### src/rtl/flash_pkg.sv
// rtl/flash_pkg.sv - StrataFlash command codes, status bits and sequencer state types
//
// Purpose : shared constants and types for flash_cmd_seq and flash_bus_cycle.
// Contents: CMD_* bus command bytes, SR_* status register bit indices,
//           seq_state_t (command sequencer), bus_state_t (bus-cycle primitive),
//           sr_failed() helper that folds the status error bits.

package flash_pkg;

    localparam logic [7:0] CMD_READ_ARRAY = 8'hFF;
    localparam logic [7:0] CMD_PROGRAM    = 8'h40;
    localparam logic [7:0] CMD_CLR_STATUS = 8'h50;

    localparam int SR_READY    = 7;
    localparam int SR_PROG_ERR = 4;
    localparam int SR_VPP_ERR  = 3;
    localparam int SR_LOCK_ERR = 1;

    typedef enum logic [2:0] {
        ST_IDLE,
        ST_W_FF,
        ST_R_DATA,
        ST_W_40,
        ST_W_DATA,
        ST_R_STAT,
        ST_W_50,
        ST_DONE
    } seq_state_t;

    typedef enum logic [1:0] {
        BUS_IDLE,
        BUS_ACTIVE,
        BUS_GAP
    } bus_state_t;

    // Any of program, Vpp or block-lock failure reported by a ready status byte.
    function automatic logic sr_failed(input logic [7:0] status);
        return status[SR_PROG_ERR] | status[SR_VPP_ERR] | status[SR_LOCK_ERR];
    endfunction

endpackage

### src/rtl/flash_bus_cycle.sv
// rtl/flash_bus_cycle.sv - single flash bridge bus cycle followed by an idle gap
//
// Purpose : runs one bridge transaction per request and enforces GAP_CYCLES
//           idle cycles (fb_start low) after every completed transaction.
// Ports   : i_clk, i_rst        clock, synchronous active-high reset
//           i_req               one-cycle request; i_addr/i_data/i_dir sampled with it
//           o_done              bridge completion of the active cycle (combinational)
//           o_fb_addr/o_fb_data/o_fb_dir/o_fb_start  bridge drive, held while active
//           i_fb_done           bridge completion input

module flash_bus_cycle
    import flash_pkg::*;
#(
    parameter int GAP_CYCLES = 1
) (
    input  logic       i_clk,
    input  logic       i_rst,
    input  logic       i_req,
    input  logic [7:0] i_addr,
    input  logic [7:0] i_data,
    input  logic       i_dir,
    output logic       o_done,
    output logic [7:0] o_fb_addr,
    output logic [7:0] o_fb_data,
    output logic       o_fb_dir,
    output logic       o_fb_start,
    input  logic       i_fb_done
);

    localparam logic [3:0] GAP_LOAD = 4'(GAP_CYCLES - 1);

    bus_state_t r_state;
    logic [3:0] r_gap;
    logic       r_pend;
    logic [7:0] r_addr;
    logic [7:0] r_data;
    logic       r_dir;
    logic       r_start;

    // fb_done only counts while a cycle is actually driven.
    assign o_done     = r_start & i_fb_done;
    assign o_fb_addr  = r_addr;
    assign o_fb_data  = r_data;
    assign o_fb_dir   = r_dir;
    assign o_fb_start = r_start;

    always_ff @(posedge i_clk) begin
        if (i_rst) begin
            r_state <= BUS_IDLE;
            r_gap   <= 4'd0;
            r_pend  <= 1'b0;
            r_addr  <= 8'h00;
            r_data  <= 8'h00;
            r_dir   <= 1'b1;
            r_start <= 1'b0;
        end else begin
            case (r_state)
                BUS_IDLE: begin
                    if (i_req) begin
                        r_addr  <= i_addr;
                        r_data  <= i_data;
                        r_dir   <= i_dir;
                        r_start <= 1'b1;
                        r_state <= BUS_ACTIVE;
                    end
                end
                BUS_ACTIVE: begin
                    if (i_fb_done) begin
                        r_start <= 1'b0;
                        r_gap   <= GAP_LOAD;
                        r_state <= BUS_GAP;
                    end
                end
                BUS_GAP: begin
                    // A request landing during the gap is parked and launched as
                    // soon as the last idle cycle has elapsed.
                    if (i_req) begin
                        r_addr <= i_addr;
                        r_data <= i_data;
                        r_dir  <= i_dir;
                        r_pend <= 1'b1;
                    end
                    if (r_gap == 4'd0) begin
                        if (i_req || r_pend) begin
                            r_start <= 1'b1;
                            r_pend  <= 1'b0;
                            r_state <= BUS_ACTIVE;
                        end else begin
                            r_state <= BUS_IDLE;
                        end
                    end else begin
                        r_gap <= r_gap - 4'd1;
                    end
                end
                default: r_state <= BUS_IDLE;
            endcase
        end
    end

endmodule

### src/rtl/flash_cmd_seq.sv
// rtl/flash_cmd_seq.sv - READ/PROGRAM byte command sequencer for the StrataFlash bridge
//
// Purpose : expands a client READ or PROGRAM request into the flash bus-cycle
//           sequence (command writes, data write, status polling, clear status,
//           return to read-array mode) and reports completion and errors.
// Ports   : CLK_50MHZ, RST                      clock, synchronous active-high reset
//           cmd_start/cmd_write/cmd_addr/cmd_wdata  client request (sampled in IDLE)
//           cmd_busy/cmd_done/cmd_rdata/cmd_error   client status and results
//           fb_addr/fb_data/fb_dir/fb_start         bridge drive (fb_dir 1 = read)
//           fb_done/fb_rdata                        bridge completion and read data

module flash_cmd_seq #(
    parameter int POLL_MAX   = 200,
    parameter int GAP_CYCLES = 1
) (
    input  logic       CLK_50MHZ,
    input  logic       RST,
    input  logic       cmd_start,
    input  logic       cmd_write,
    input  logic [7:0] cmd_addr,
    input  logic [7:0] cmd_wdata,
    output logic       cmd_busy,
    output logic       cmd_done,
    output logic [7:0] cmd_rdata,
    output logic       cmd_error,
    output logic [7:0] fb_addr,
    output logic [7:0] fb_data,
    output logic       fb_dir,
    output logic       fb_start,
    input  logic       fb_done,
    input  logic [7:0] fb_rdata
);

    import flash_pkg::*;

    localparam int            PW         = $clog2(POLL_MAX + 1);
    localparam logic [PW-1:0] POLL_LIMIT = PW'(POLL_MAX);

    seq_state_t  r_state;
    logic        r_write;
    logic [7:0]  r_addr;
    logic [7:0]  r_wdata;
    logic [PW-1:0] r_poll;
    logic        r_err;
    logic        r_busy;
    logic        r_done;
    logic        r_error;
    logic [7:0]  r_rdata;
    logic        r_req;
    logic [7:0]  r_req_data;
    logic        r_req_dir;

    logic          w_bus_done;
    logic [PW-1:0] w_poll_next;

    assign w_poll_next = r_poll + PW'(1);

    assign cmd_busy  = r_busy;
    assign cmd_done  = r_done;
    assign cmd_rdata = r_rdata;
    assign cmd_error = r_error;

    flash_bus_cycle #(
        .GAP_CYCLES(GAP_CYCLES)
    ) u_bus (
        .i_clk      (CLK_50MHZ),
        .i_rst      (RST),
        .i_req      (r_req),
        .i_addr     (r_addr),
        .i_data     (r_req_data),
        .i_dir      (r_req_dir),
        .o_done     (w_bus_done),
        .o_fb_addr  (fb_addr),
        .o_fb_data  (fb_data),
        .o_fb_dir   (fb_dir),
        .o_fb_start (fb_start),
        .i_fb_done  (fb_done)
    );

    always_ff @(posedge CLK_50MHZ) begin
        if (RST) begin
            r_state    <= ST_IDLE;
            r_write    <= 1'b0;
            r_addr     <= 8'h00;
            r_wdata    <= 8'h00;
            r_poll     <= '0;
            r_err      <= 1'b0;
            r_busy     <= 1'b0;
            r_done     <= 1'b0;
            r_error    <= 1'b0;
            r_rdata    <= 8'h00;
            r_req      <= 1'b0;
            r_req_data <= 8'h00;
            r_req_dir  <= 1'b1;
        end else begin
            r_req  <= 1'b0;
            r_done <= 1'b0;
            case (r_state)
                ST_IDLE: begin
                    if (cmd_start) begin
                        r_write    <= cmd_write;
                        r_addr     <= cmd_addr;
                        r_wdata    <= cmd_wdata;
                        r_poll     <= '0;
                        r_err      <= 1'b0;
                        r_busy     <= 1'b1;
                        r_req      <= 1'b1;
                        r_req_dir  <= 1'b0;
                        r_req_data <= cmd_write ? CMD_PROGRAM : CMD_READ_ARRAY;
                        r_state    <= cmd_write ? ST_W_40 : ST_W_FF;
                    end
                end
                ST_W_FF: begin
                    if (w_bus_done) begin
                        if (r_write) begin
                            r_done  <= 1'b1;
                            r_busy  <= 1'b0;
                            r_error <= r_err;
                            r_state <= ST_DONE;
                        end else begin
                            r_req     <= 1'b1;
                            r_req_dir <= 1'b1;
                            r_state   <= ST_R_DATA;
                        end
                    end
                end
                ST_R_DATA: begin
                    if (w_bus_done) begin
                        r_rdata <= fb_rdata;
                        r_done  <= 1'b1;
                        r_busy  <= 1'b0;
                        r_error <= 1'b0;
                        r_state <= ST_DONE;
                    end
                end
                ST_W_40: begin
                    if (w_bus_done) begin
                        r_req      <= 1'b1;
                        r_req_dir  <= 1'b0;
                        r_req_data <= r_wdata;
                        r_state    <= ST_W_DATA;
                    end
                end
                ST_W_DATA: begin
                    if (w_bus_done) begin
                        r_req     <= 1'b1;
                        r_req_dir <= 1'b1;
                        r_state   <= ST_R_STAT;
                    end
                end
                ST_R_STAT: begin
                    // The device stays in status mode after the program command,
                    // so every poll is a plain read of the same address.
                    if (w_bus_done) begin
                        r_poll <= w_poll_next;
                        r_req  <= 1'b1;
                        if (!fb_rdata[SR_READY]) begin
                            if (w_poll_next < POLL_LIMIT) begin
                                r_req_dir <= 1'b1;
                            end else begin
                                r_err      <= 1'b1;
                                r_req_dir  <= 1'b0;
                                r_req_data <= CMD_CLR_STATUS;
                                r_state    <= ST_W_50;
                            end
                        end else if (sr_failed(fb_rdata)) begin
                            r_err      <= 1'b1;
                            r_req_dir  <= 1'b0;
                            r_req_data <= CMD_CLR_STATUS;
                            r_state    <= ST_W_50;
                        end else begin
                            r_req_dir  <= 1'b0;
                            r_req_data <= CMD_READ_ARRAY;
                            r_state    <= ST_W_FF;
                        end
                    end
                end
                ST_W_50: begin
                    if (w_bus_done) begin
                        r_req      <= 1'b1;
                        r_req_dir  <= 1'b0;
                        r_req_data <= CMD_READ_ARRAY;
                        r_state    <= ST_W_FF;
                    end
                end
                ST_DONE: begin
                    // One dead cycle so a cmd_start coinciding with cmd_done is dropped.
                    r_state <= ST_IDLE;
                end
                default: r_state <= ST_IDLE;
            endcase
        end
    end

endmodule

### config.mk
export PLATFORM = sky130hd
export DESIGN_NAME = flash_cmd_seq
export DESIGN_NICKNAME = d
export VERILOG_FILES = /design/src/rtl/flash_pkg.sv /design/src/rtl/flash_bus_cycle.sv /design/src/rtl/flash_cmd_seq.sv
export SDC_FILE = /design/constraint.sdc
export NUM_CORES = 1
export LEC_CHECK = 0
export BUFFER_PORTS_ARGS = -buffer_cell sky130_fd_sc_hd__buf_2
export CAP_MARGIN = 5
export CORE_MARGIN = 3
export CORE_UTILIZATION = 50
export CTS_BUF_LIST = sky130_fd_sc_hd__clkbuf_16
export CTS_CLUSTER_SIZE = 12
export DETAILED_ROUTE_END_ITERATION = 7
export PLACE_DENSITY = 0.84
export SETUP_SLACK_MARGIN = 0.4
export SYNTH_ARGS = -nofsm -noshare
export SYNTH_HDL_FRONTEND = slang
export SYNTH_SLANG_ARGS = --single-unit
export TNS_END_PERCENT = 50
### constraint.sdc
create_clock -name CLK_50MHZ -period 2.1 [get_ports CLK_50MHZ]
set_input_delay 0.105 -clock CLK_50MHZ [delete_from_list [all_inputs] [get_ports CLK_50MHZ]]
set_output_delay 0.105 -clock CLK_50MHZ [all_outputs]
set_load 0.01 [all_outputs]
After elaboration in Yosys (flattened, before gate mapping). Index checks and enable logic that the tools add are counted.

Logic and storage cells: 149. Input bits: 29. Bits in registers: 75. Output and inout bits: 29.

Order comparisons: 1. Eq/ne operators: 26. Mux-type cells: 70. Bitwise logic cells: 3. $add $sub $neg: 2. Reductions and logical operators: 27.

Operators with widths (count): $mux 8 (10); $mux 3 (11); $pmux 8 s4 (1); $mux 1 (31); $pmux 3 s8 (1); $ne 2x1->1 const B (9); $pmux 8 s2 (1); $reduce_and 5->1 (3); $eq 3x3->1 const B (4); $ne 2x2->1 const B (6); $pmux 1 s3 (3); $reduce_and 3->1 (3); $add 8x1->8 const B (1); $lt 8x8->1 const B (1); $mux 2 (4); $mux 4 (2); $pmux 4 s2 (1); $reduce_and 8->1 (1); $reduce_and 7->1 (1); $eq 3x2->1 const B (2); $ne 3x3->1 const B (2); $pmux 1 s2 (3); $pmux 2 s3 (1); $reduce_and 2->1 (3); other kinds (19) (24).

Logic depth before layout (Yosys ltp).
Depth after elaboration: 6. Gate-level depth with buffers: 8. Depth with buffers taken out: 7.

By module. From an unflattened synthesis, not the netlist that was laid out.

Cell total of the unflattened synthesis: 403. Area, all modules: 3412.0 µm².

By module, submodules not included: flash_cmd_seq (instances 1, sequential area each 1001.0 µm², area an instance 2407.3 µm², cells an instance 283); flash_bus_cycle (instances 1, sequential area each 500.5 µm², area an instance 1004.7 µm², cells an instance 120).

Least setup slack after synthesis. No wires, ideal clock.

Kind: reg-to-reg. Start: reg r_poll[0]. End: reg r_state[2]. Cell stages (with the launch flop): 7. Required time: 1.979 ns. Data arrival time: 1.658 ns. Library setup time: 0.121 ns. Period minus slack after synthesis: 1.778 ns. Buffers on the path: 0. Path slack: 0.322 ns. Path through: dfxtp_1 ha_1 a21oi_1 o211a_1 a211o_1 nand3_1 mux2_2.

Word-level cells in the longest chain between the ends: 4.

Ends and longest elaborated chain: start: declaration (line flash_cmd_seq.sv:43) `logic [PW-1:0] r_poll;`; start signal: assignment (line flash_cmd_seq.sv:155) `r_poll <= w_poll_next;`; $add 8x1->8 (line flash_cmd_seq.sv:56) `assign w_poll_next = r_poll + PW'(1);`; $lt 8x8->1 (line flash_cmd_seq.sv:158) `if (w_poll_next < POLL_LIMIT) begin`; $ne 3x3->1 (no source line); $reduce_and 8->1 (no source line); end signal: assignment (line flash_cmd_seq.sv:110) `r_state <= cmd_write ? ST_W_40 : ST_W_FF;`; end: declaration (line flash_cmd_seq.sv:39) `seq_state_t r_state;`.

No other way between the ends. A chain may end at the register's enable or synchronous reset.

Worst setup path after layout.
Start: reg r_poll[1]. End: reg r_state[2].

Same word-level chain as after synthesis.

==> run_results.csv <==
group,metric,value,unit
setup_path,arrival,1.96,ns
cells_and_area,multi_input_area,1800,um^2
floorplanning,ios,58,
timing,tns,0,ns
cts,clock_latency,0.33,ns
cells_and_area,antennaDiodeCount,0,
logic_synthesis,synth-edff-count,0,
timing,setup_viol,0,
logic_synthesis,avgSynthCellArea,8.36,um^2
route,first_iter_violations,145,
logic_synthesis,synth_area_leaders,"dfxtp_1 45%, nand2_1 10%, a21oi_1 7.7%, nor2_1 4.2%, mux2i_1 3.3%",
job,maxCapViolCount,0,
floorplanning,initial_core_util,53.6,%
setup_path,reg2reg_to,"r_state[2]",
logic_synthesis,synthCells,395,
setup_path,cp.required,2.32,ns
logic_synthesis,synthArstFlopShare,0,%
timing,finalClockSkew,0.00642,ns
floorplanning,die_height,87.3,um
cts,cts_root_buffer,"clkbuf_16",
logic_synthesis,synth_most_common_cell,"nand2_1",
power,peakVddDrop,0.666,mV
setup_path,r2r_start,"r_poll[1]",
floorplanning,core-area,6170,um^2
setup_path,ff2ff_path_depth,6,
route,totalWireLength,7.90,mm
cells_and_area,nNetsFinal,496,
route,num_vias,2993,
status,status,"complete, no violations",
global_routing,grt.total_usage,21.8,%
setup_path,cp-end-kind,"flop",
cts,numCtsBuffers,9,
logic_synthesis,synth_largest_area_cell,"dfxtp_1",
route,dr.pass1.iters,6,
route,antenna_left,0,
timing,max_clock_freq,0.574,GHz
timing,rsz0062_at_grt,"true",
logic_synthesis,synth_cell_types,56,
power,p_leak,0.00170,uW
setup_path,reg2reg_slack,0.36,ns
floorplanning,rows,28,
setup_path,crit_type,"reg -> reg",
global_routing,grt_pass1_vias,2883,
timing,period_share,83.0,%
cts,clk_path_buf_depth,2,
power,powerDensity,884,nW/um^2
cells_and_area,fillCellCount,490,
placement,dpl.hpwl,4.94,mm
route,wl_per_cell,14.5,um
logic_synthesis,yosysWarningCount,0,
global_routing,grt_pass1_wl,13.1,mm
timing,tightest_slew,0.582,ns
power,p_total,3730,uW
logic_synthesis,synth_top_cells_by_count,"88 x nand2_1, 75 x dfxtp_1, 51 x a21oi_1",
timing,slew_violations,0,
logic_synthesis,synthFlopType,"dfxtp_1",
timing,fin_hold_ws,0.0112,ns
cts,cts_tree,"done",
timing,layout_min_cycle_time,1.74,ns
cells_and_area,ff_latch_area,1530,um^2
logic_synthesis,synth-seq-cells,75,
route,vias_per_cell,5.50,
cells_and_area,final_core_util,68.4,%
cts,htreeDepth,3,
route,drc,0,
setup_path,endpoint,"r_state[2]",
setup_path,critPathMaxFanout,6,
setup_path,worstSetupStartpointType,"flop",
cells_and_area,area_growth_syn_to_layout,27.7,%
placement,port_buffers,57,
logic_synthesis,ys_seq_area_share,45.5,%
logic_synthesis,synth_area,3300,um^2
cts,clkTransAtPathRegs,0.06,ns
timing,hold_viol_final,0,
global_routing,overflow,0,
global_routing,antenna_found_initial,0,
logic_synthesis,synth_fp_nets,427,
cts,cts_sinks,75,
placement,gp_congestion,0.891,
logic_synthesis,netlist.area_leader.share,45.5,%
global_routing,grt_max_degree,27,
floorplanning,die_w,87.3,um
worst_hold_path,worstHoldPathType,"in -> reg",
timing,relSlewSlack,61.1,%
floorplanning,die-area,7620,um^2
setup_path,crit_start,"r_poll[1]",
cells_and_area,drive_gt1_share,29.4,%
-- what timing repair did --
item                                    CTS  global route
resized for setup                        31             8
setup buffers                             8             2
endpoints found under the setup margin   21            23
endpoints found under the hold margin     2             0
hold buffers                              2             0
pin swaps                                11             2
cloned                                    1             0
-- layer usage --
layer | global-route usage, % | part of all wire (%) | routed length (um) | vias to the layer above
li1 | - | - | - | 1488
met1 | 25.6 | 43 | 3360 | 1365
met2 | 36.2 | 47 | 3710 | 117
met3 | 7.00 | 7.8 | 617 | 23
met4 | 9.90 | 2.6 | 204 | 0
met5 | 0 | 0 | 0 | -
-- report_power, final --
| part | total (uW) | switching (uW) | internal [uW] | leakage, uW |
|---|---|---|---|---|
| Sequential | 1630 | 87.6 | 1540 | 0.000616 |
| Combinational | 721 | 437 | 284 | 0.000951 |
| Clock | 1380 | 589 | 795 | 0.000133 |
| Total | 3730 | 1110 | 2620 | 0.00170 |
-- metrics by stage --
step | setup slack (ns) | std cells | cell area, um^2
detailed placement | 0.263 | 515 | 3660
global placement | 0.329 | 515 | 3660
global route | 0.322 | 544 | 4220
CTS | 0.372 | 542 | 4170
finish | 0.357 | 544 | 4220
floorplan | 0.425 | 395 | 3320
-- area by class of cell --
type | count | area share [%]
multi-input combinational | 283 | 42.6
sequential | 75 | 36.2
clock inverter | 7 | 1.01
timing repair buffer | 81 | 11.4
inverter | 14 | 1.25
clock buffer | 9 | 5.34
tap | 75 | 2.22
-- worst max-delay path, stage by stage (launching register included) --
cell	delay [ns]
dfxtp_4	0.36
ha_4	0.18
or3_1	0.32
a21oi_2	0.21
o21ai_4	0.12
nand3_4	0.14
mux2_4	0.30
-- worst min path at each step --
stage	end	slack [ns]	cells past startpoint	start
2_1_floorplan	r_addr[0]	0.24	2	cmd_addr[0]
3_3_place_gp	cmd_rdata[2]	0.34	3	fb_rdata[2]
3_5_place_dp	r_wdata[1]	0.35	3	cmd_wdata[1]
4_1_cts	r_addr[2]	0.002	3	cmd_addr[2]
5_1_grt	r_wdata[3]	0.01	3	cmd_wdata[3]
6_report	r_addr[2]	0.01	3	cmd_addr[2]
-- sequential cells by signal (all words and copies together), names as in the netlist --
| name | count |
|---|---|
| cmd_busy | 1 |
| cmd_done | 1 |
| cmd_error | 1 |
| cmd_rdata | 8 |
| r_addr | 8 |
| r_err | 1 |
| r_poll | 8 |
| r_req | 1 |
| r_req_data | 8 |
| r_req_dir | 1 |
| r_state | 3 |
| r_wdata | 8 |
| r_write | 1 |
| u_bus.o_fb_addr | 8 |
| u_bus.o_fb_data | 8 |
| u_bus.o_fb_dir | 1 |
| u_bus.o_fb_start | 1 |
| u_bus.r_gap | 4 |
| u_bus.r_pend | 1 |
| u_bus.r_state | 2 |
-- layout by cell type, fill, tap and decap left out, types with 3 or more instances in the layout --
cell type   n
a21oi_1    49
a221oi_2    7
and3b_1     3
buf_2      57
buf_4      21
clkbuf_16   9
clkinv_1    3
dfxtp_1    67
dfxtp_4     6
inv_1      13
mux2i_1    11
nand2_1    87
nand3_1     5
nand3b_1    3
nand4_1     5
nor2_1     36
nor2b_1     3
nor3_1      4
o21ai_0     7
xor2_1      6
-- kinds of logic after synthesis --
group	share of synthesized area [%]
mux	3.67
simple gates	24.5
compound gates	17.3
fa+ha+maj	1.14
buf+inv	5.72
flops	45.5
xor+xnor	2.12
(Power assumes the default switching activity.)
